==> src/rtl/fpu_issue_ctrl_if.sv <==
// Operation/handshake bundle between the EX-stage FPU issue controller and its surroundings
// (core pipeline control plus FPU enable/result bus).
interface fpu_issue_ctrl_if #(
    parameter int WIDTH = 32
);
    logic             start;
    logic [3:0]       fpuOp;
    logic             flush;
    logic [WIDTH-1:0] fpuResult;
    logic             fpu_sel;
    logic             stall;
    logic [WIDTH-1:0] result_q;
    logic             result_valid;
    logic [31:0]      perf_cycles;
    logic [31:0]      perf_ops;

    // master: the issue controller itself; slave: core pipeline and FPU around it
    modport master (
        input  start, fpuOp, flush, fpuResult,
        output fpu_sel, stall, result_q, result_valid, perf_cycles, perf_ops
    );

    modport slave (
        output start, fpuOp, flush, fpuResult,
        input  fpu_sel, stall, result_q, result_valid, perf_cycles, perf_ops
    );
endinterface

==> src/rtl/fpu_issue_ctrl.sv <==
// EX-stage FPU issue controller: one op in flight, fpu_sel held for the op latency, result captured.
// Optional performance counters are enabled with the FPU_PERF_CNT_EN macro.
module fpu_issue_ctrl #(
    parameter int WIDTH    = 32,
    parameter int LAT_ADD  = 7,
    parameter int LAT_MUL  = 5,
    parameter int LAT_DIV  = 6,
    parameter int LAT_SQRT = 16,
    parameter int LAT_CMP  = 1,
    parameter int LAT_CVT  = 6,
    parameter int CNT_W    = 5
) (
    input logic              clock,
    input logic              clear,
    fpu_issue_ctrl_if.master bus
);

    localparam logic [CNT_W-1:0] L_ADD  = CNT_W'(LAT_ADD);
    localparam logic [CNT_W-1:0] L_MUL  = CNT_W'(LAT_MUL);
    localparam logic [CNT_W-1:0] L_DIV  = CNT_W'(LAT_DIV);
    localparam logic [CNT_W-1:0] L_SQRT = CNT_W'(LAT_SQRT);
    localparam logic [CNT_W-1:0] L_CMP  = CNT_W'(LAT_CMP);
    localparam logic [CNT_W-1:0] L_CVT  = CNT_W'(LAT_CVT);
    localparam logic [CNT_W-1:0] L_FMA  = CNT_W'(LAT_MUL + LAT_ADD);

    typedef enum logic [1:0] {
        IDLE,
        RUN,
        DONE
    } state_t;

    state_t           state;
    logic [CNT_W-1:0] cnt;
    logic [CNT_W-1:0] lat;
    logic             issue;
    logic             fpu_sel_r;
    logic             result_valid_r;
    logic [WIDTH-1:0] result_q_r;

    always_comb begin
        lat = '0;
        case (bus.fpuOp)
            4'd0, 4'd1:                 lat = L_ADD;
            4'd2:                       lat = L_MUL;
            4'd3:                       lat = L_DIV;
            4'd5, 4'd7:                 lat = L_CMP;
            4'd6:                       lat = L_SQRT;
            4'd8, 4'd9:                 lat = L_CVT;
            4'd10, 4'd11, 4'd12, 4'd13: lat = L_FMA;
            default:                    lat = '0;
        endcase
    end

    assign issue = (state == IDLE) && bus.start && !bus.flush;

    // Stall must rise in the issue cycle and drop in the same cycle a flush arrives, hence combinational
    assign bus.stall = (issue && (lat != '0)) || ((state == RUN) && !bus.flush);

    always_ff @(posedge clock or posedge clear) begin
        if (clear) begin
            state          <= IDLE;
            cnt            <= '0;
            fpu_sel_r      <= 1'b0;
            result_q_r     <= '0;
            result_valid_r <= 1'b0;
        end else begin
            result_valid_r <= 1'b0;
            case (state)
                IDLE: begin
                    if (issue) begin
                        if (lat != '0) begin
                            cnt       <= lat;
                            fpu_sel_r <= 1'b1;
                            state     <= RUN;
                        end else begin
                            result_q_r     <= bus.fpuResult;
                            result_valid_r <= 1'b1;
                        end
                    end
                end
                RUN: begin
                    if (bus.flush) begin
                        cnt       <= '0;
                        fpu_sel_r <= 1'b0;
                        state     <= IDLE;
                    end else begin
                        cnt <= cnt - 1'b1;
                        if (cnt == CNT_W'(1)) begin
                            state <= DONE;
                        end
                    end
                end
                DONE: begin
                    // fpu_sel stays high through this cycle so the FPU output is still valid at capture
                    cnt       <= '0;
                    fpu_sel_r <= 1'b0;
                    state     <= IDLE;
                    if (!bus.flush) begin
                        result_q_r     <= bus.fpuResult;
                        result_valid_r <= 1'b1;
                    end
                end
                default: begin
                    cnt       <= '0;
                    fpu_sel_r <= 1'b0;
                    state     <= IDLE;
                end
            endcase
        end
    end

    assign bus.fpu_sel      = fpu_sel_r;
    assign bus.result_q     = result_q_r;
    assign bus.result_valid = result_valid_r;

`ifdef FPU_PERF_CNT_EN
    logic [31:0] perf_cycles_r;
    logic [31:0] perf_ops_r;

    always_ff @(posedge clock or posedge clear) begin
        if (clear) begin
            perf_cycles_r <= '0;
            perf_ops_r    <= '0;
        end else begin
            if (fpu_sel_r) begin
                perf_cycles_r <= perf_cycles_r + 32'd1;
            end
            if (result_valid_r) begin
                perf_ops_r <= perf_ops_r + 32'd1;
            end
        end
    end

    assign bus.perf_cycles = perf_cycles_r;
    assign bus.perf_ops    = perf_ops_r;
`else
    assign bus.perf_cycles = 32'd0;
    assign bus.perf_ops    = 32'd0;
`endif

    a_valid_after_release : assert property (
        @(posedge clock) disable iff (clear) result_valid_r |-> !fpu_sel_r
    );

    a_run_count_live : assert property (
        @(posedge clock) disable iff (clear) (state == RUN) |-> (cnt != '0)
    );

endmodule

==> src/flat_wrapper.sv <==
// flat-port wrapper written by rule: the top's interface ports become plain ports
module fpu_issue_ctrl_flat 
#(
    parameter int WIDTH    = 32,
    parameter int LAT_ADD  = 7,
    parameter int LAT_MUL  = 5,
    parameter int LAT_DIV  = 6,
    parameter int LAT_SQRT = 16,
    parameter int LAT_CMP  = 1,
    parameter int LAT_CVT  = 6,
    parameter int CNT_W    = 5
)
  (clock, clear, bus_start, bus_fpuOp, bus_flush, bus_fpuResult, bus_fpu_sel, bus_stall, bus_result_q, bus_result_valid, bus_perf_cycles, bus_perf_ops);
  fpu_issue_ctrl_if #(.WIDTH(WIDTH)) bus_i ();
  input logic clock;
  input logic clear;
  input wire logic [$bits(bus_i.start)-1:0] bus_start;
  input wire logic [$bits(bus_i.fpuOp)-1:0] bus_fpuOp;
  input wire logic [$bits(bus_i.flush)-1:0] bus_flush;
  input wire logic [$bits(bus_i.fpuResult)-1:0] bus_fpuResult;
  output wire logic [$bits(bus_i.fpu_sel)-1:0] bus_fpu_sel;
  output wire logic [$bits(bus_i.stall)-1:0] bus_stall;
  output wire logic [$bits(bus_i.result_q)-1:0] bus_result_q;
  output wire logic [$bits(bus_i.result_valid)-1:0] bus_result_valid;
  output wire logic [$bits(bus_i.perf_cycles)-1:0] bus_perf_cycles;
  output wire logic [$bits(bus_i.perf_ops)-1:0] bus_perf_ops;
  assign bus_i.start = bus_start;
  assign bus_i.fpuOp = bus_fpuOp;
  assign bus_i.flush = bus_flush;
  assign bus_i.fpuResult = bus_fpuResult;
  assign bus_fpu_sel = bus_i.fpu_sel;
  assign bus_stall = bus_i.stall;
  assign bus_result_q = bus_i.result_q;
  assign bus_result_valid = bus_i.result_valid;
  assign bus_perf_cycles = bus_i.perf_cycles;
  assign bus_perf_ops = bus_i.perf_ops;
  fpu_issue_ctrl #(.WIDTH(WIDTH), .LAT_ADD(LAT_ADD), .LAT_MUL(LAT_MUL), .LAT_DIV(LAT_DIV), .LAT_SQRT(LAT_SQRT), .LAT_CMP(LAT_CMP), .LAT_CVT(LAT_CVT), .CNT_W(CNT_W)) u_core (.clock(clock), .clear(clear), .bus(bus_i));
endmodule
==> config.mk <==
export PLATFORM = sky130hd
export DESIGN_NAME = fpu_issue_ctrl_flat
export DESIGN_NICKNAME = d
export VERILOG_FILES = /design/src/rtl/fpu_issue_ctrl_if.sv /design/src/rtl/fpu_issue_ctrl.sv /design/src/flat_wrapper.sv
export SDC_FILE = /design/constraint.sdc
export NUM_CORES = 1
export LEC_CHECK = 0
export ABC_AREA = 0
export CORE_ASPECT_RATIO = 1.75
export CORE_MARGIN = 8
export CORE_UTILIZATION = 38
export DETAILED_ROUTE_END_ITERATION = 16
export PLACE_DENSITY_LB_ADDON = 0.2
export SYNTH_ARGS = -nofsm -noshare
export SYNTH_HDL_FRONTEND = slang
export SYNTH_SLANG_ARGS = --single-unit
==> constraint.sdc <==
create_clock -name clock -period 2.1 [get_ports clock]
set_clock_uncertainty 0.05 [all_clocks]
set_input_delay 0.42 -clock clock [delete_from_list [all_inputs] [get_ports clock]]
set_output_delay 0.42 -clock clock [all_outputs]
set_load 0.01 [all_outputs]
==> summary.md <==
| Metric | Value |
|---|---|
| Outcome | `complete, no violations` |
| Detailed router's first-iteration violation count | `40` |
| Mean instance size in the synthesized netlist | `11.8 um^2` |
| Mapped Area | `0.00239 mm^2` |
| Clock network latency to the later pin of the worst-skew pair | `0.29 ns` |
| Total of warnings raised by yosys | `0` |
| Max Cap Violations | `0` |
| Peak supply drop | `0.412 mV` |
| Post-synthesis sequential area ratio | `42.9%` |
| Ratio of final minimum period to clock period | `97.9%` |
| Max frequency | `487 MHz` |
| Number of top-level pins | `139` |
| Cells on worst reg2reg path | `5` |
| Antenna violations before repair | `0` |
| PortBufs | `74` |
| DP HPWL | `4420 um` |
| Number of buffers created by CTS | `5` |
| Worst path bufs/invs | `3` |
| Reg-to-Reg End | `u_core.cnt[2]` |
| Final count of negative-setup-slack endpoints | `0` |
| Layout cell share with drive strength beyond 1 | `24.1%` |
| Crit path launch type | `primary input` |
| Number of synthesized register bits | `41` |
| Average wire length per cell after detail routing | `14.4 um` |
| Pin count of the biggest net entering global routing | `28` |
| Post-route DRC violation count | `0` |
| Max FO, Critical Path | `3` |
| Sum of routed wire length over all layers | `5420 um` |
| Shortest clock period the worst path allows after layout | `2.06 ns` |
| Worst slew margin relative to its limit | `62.1%` |
| Diode insertion count for antenna repair | `0` |
| Total Die Area | `0.00919 mm^2` |
| Number of nets in the layout | `338` |
| DR vias | `1574` |
| Clock tree from TritonCTS | `yes` |
| Post-synth top flop | `sky130_fd_sc_hd__dfrtp_1` |
| Unrepaired setup endpoints after global routing | `false` |
| Final Max Tran Viols | `0` |
| Antenna viol nets, final | `0` |
| Area added between synthesis and finish | `36.7%` |
| Power density normalized to cell area | `1180 mW/mm^2` |
| Number of failing hold endpoints at the final stage | `0` |
| Wire length of the first global-routing pass | `8540 um` |
| Vias per cell | `4.20` |
| Via count of the first global-routing pass | `1749` |
| Delay-heaviest family, CP | `simple AND/OR/NAND/NOR gates` |
| Setup Crit Path Kind | `primary input to output pin` |
| Crit-path cells | `buf_6 > inv_4 > ha_4 > or4bb_4 > nand3_2 > o21ai_1 > buf_2` |
| Max Root-Sink Buffers | `2` |
| # clock sinks | `41` |
| Die height | `121 um` |
| Site Rows | `38` |
| Share of synthesized registers carrying an async set or reset | `100%` |
| Width of the chip | `76.0 um` |
| Signal arrival time at the worst endpoint | `1.59 ns` |
| Sum of overflow across all layers after global routing | `0` |
| Worst Max-Slew Pin Slew | `0.565 ns` |
| Reg clk slew, reported paths | `0.09 ns` |
| Cell with the largest stage delay on the worst path | `sky130_fd_sc_hd__or4bb_4` |
| Syn Inst Count | `202` |
| Total power consumption of the routed design | `3.87 mW` |
| Reg-to-reg critical path startpoint | `u_core.state[1]` |
| Routability congestion estimate | `0.782` |
| Post-cts hold buffer count | `0` |
| Final design utilization | `53.3%` |
| Netlist cell types | `33` |
| Buffer type at the clock tree root | `sky130_fd_sc_hd__clkbuf_8` |
| Core outline area | `0.00613 mm^2` |
| Slack of the worst reg-to-reg path | `0.47 ns` |
| Detailed Routing Iterations Pass 1 | `2` |
| Overall routing resource usage | `11.4%` |
| Capturing element type of the critical path | `output pin` |
| Leak Pwr | `1.61 nW` |
| Maximum level of the CTS H-tree | `2` |
| Largest stage delay, worst path | `0.54 ns` |
| Data required time at the worst endpoint | `1.63 ns` |
| Number of enable-type register cells in the synthesized netlist | `0` |
| Path category of the worst min-delay check | `primary input to asynchronous set/reset pin` |
| Initial cell density of the core | `39.0%` |
==> per-stage QoR <==
step	std cells	hold slack (ns)	setup slack, ns	setup TNS, ns	cell area (um^2)
finish	375	0.355	0.0446	0	3270
global route	375	0.393	0.00152	0	3270
CTS	376	0.360	-0.0966	-0.484	3270
detailed placement	366	0.442	-0.909	-31.59	3140
global placement	366	0.438	-0.889	-30.16	3140
floorplan	265	0.421	-0.0359	-1.02	2660
==> kinds of logic (layout without fill, tap and decap cells) <==
kind of cell               count (synthesis)  after routing  synth area share (%)
AOI/OAI and AO/OA                         22             22                  5.91
adders and majority gates                  4              4                  2.09
buffers and inverters                     75            105                  22.7
DFF                                       41             41                  42.9
muxes                                     33             33                  20.0
other                                      1             64                 0.157
and+or+nand+nor                           26             26                  6.22
==> synthesized netlist by cell type, drive strengths merged, types with 2 or more instances <==
master  instances  area [um^2]
ha              4         50.1
a21oi           2         10.0
nand2b          2         12.5
o21ai          12         63.8
mux2           32          469
dfrtp          41         1030
nor3b           2         15.0
inv             6         22.5
buf            67          514
nor3            3         15.0
a31oi           3         25.0
clkbuf          2         7.51
nor2            8         30.0
nand2           3         11.3
==> state kept, by name (all words and copies together), names as in the netlist <==
signal / cells
u_core.bus.result_q: 32
u_core.cnt: 5
u_core.state: 2
u_core.bus.fpu_sel: 1
u_core.bus.result_valid: 1
==> how the worst max path moves through the flow <==
stage                     cells after the start  slack [ns]                     end          from
after global routing                          7       0.002               bus_stall  bus_fpuOp[1]
after detailed placement                      8       -0.91               bus_stall  bus_fpuOp[2]
after floorplan                               7       -0.04  u_core.bus.result_q[0]  bus_fpuOp[2]
after CTS                                     8        -0.1               bus_stall  bus_fpuOp[2]
final                                         7        0.04               bus_stall  bus_fpuOp[1]
after global placement                        8       -0.89               bus_stall  bus_fpuOp[2]
==> cell type report <==
class | count | area (um^2)
fill | 525 | 2860
timing repair buffer | 91 | 901
multi-input combinational | 149 | 1090
clock buffer | 5 | 68.8
inverter | 6 | 37.5
clock inverter | 3 | 46.3
tap | 80 | 100
sequential | 41 | 1030
==> what timing repair did <==
| item | CTS | global route |
|---|---|---|
| pin swaps | 3 | 5 |
| setup buffers | 2 | 0 |
| endpoints found under the setup margin | 40 | 33 |
| gates resized for setup | 18 | 6 |
==> placed cells by master, fill, tap and decap left out, types with 2 or more instances in the layout <==
cell / n
sky130_fd_sc_hd__clkdlybuf4s50_1: 69
sky130_fd_sc_hd__conb_1: 64
sky130_fd_sc_hd__dfrtp_1: 41
sky130_fd_sc_hd__mux2_4: 29
sky130_fd_sc_hd__buf_4: 15
sky130_fd_sc_hd__o21ai_0: 10
sky130_fd_sc_hd__nor2_1: 8
sky130_fd_sc_hd__clkbuf_8: 5
sky130_fd_sc_hd__nor3_1: 3
sky130_fd_sc_hd__nand2_1: 3
sky130_fd_sc_hd__inv_1: 3
sky130_fd_sc_hd__mux2_2: 3
sky130_fd_sc_hd__ha_1: 3
sky130_fd_sc_hd__buf_12: 3
sky130_fd_sc_hd__nor3b_1: 2
sky130_fd_sc_hd__a21oi_1: 2
sky130_fd_sc_hd__nand2b_1: 2
sky130_fd_sc_hd__a31oi_1: 2
==> power breakdown <==
group	switching [mW]	leakage [nW]	total [mW]	internal, mW
Sequential	0.222	0.515	1.38	1.16
Combinational	0.684	1.04	1.85	1.17
Clock	0.285	0.0543	0.641	0.356
==> metal layers <==
| metal | share of wire (%) | vias to the layer above | GRT usage, % |
|---|---|---|---|
| li1 | - | 732 | - |
| met1 | 39 | 750 | 12.1 |
| met2 | 53 | 85 | 20.2 |
| met3 | 6.5 | 7 | 3.26 |
| met4 | 1.9 | 0 | 5.56 |
| met5 | 0 | - | 0 |
Power figures use the tool's default switching activity.
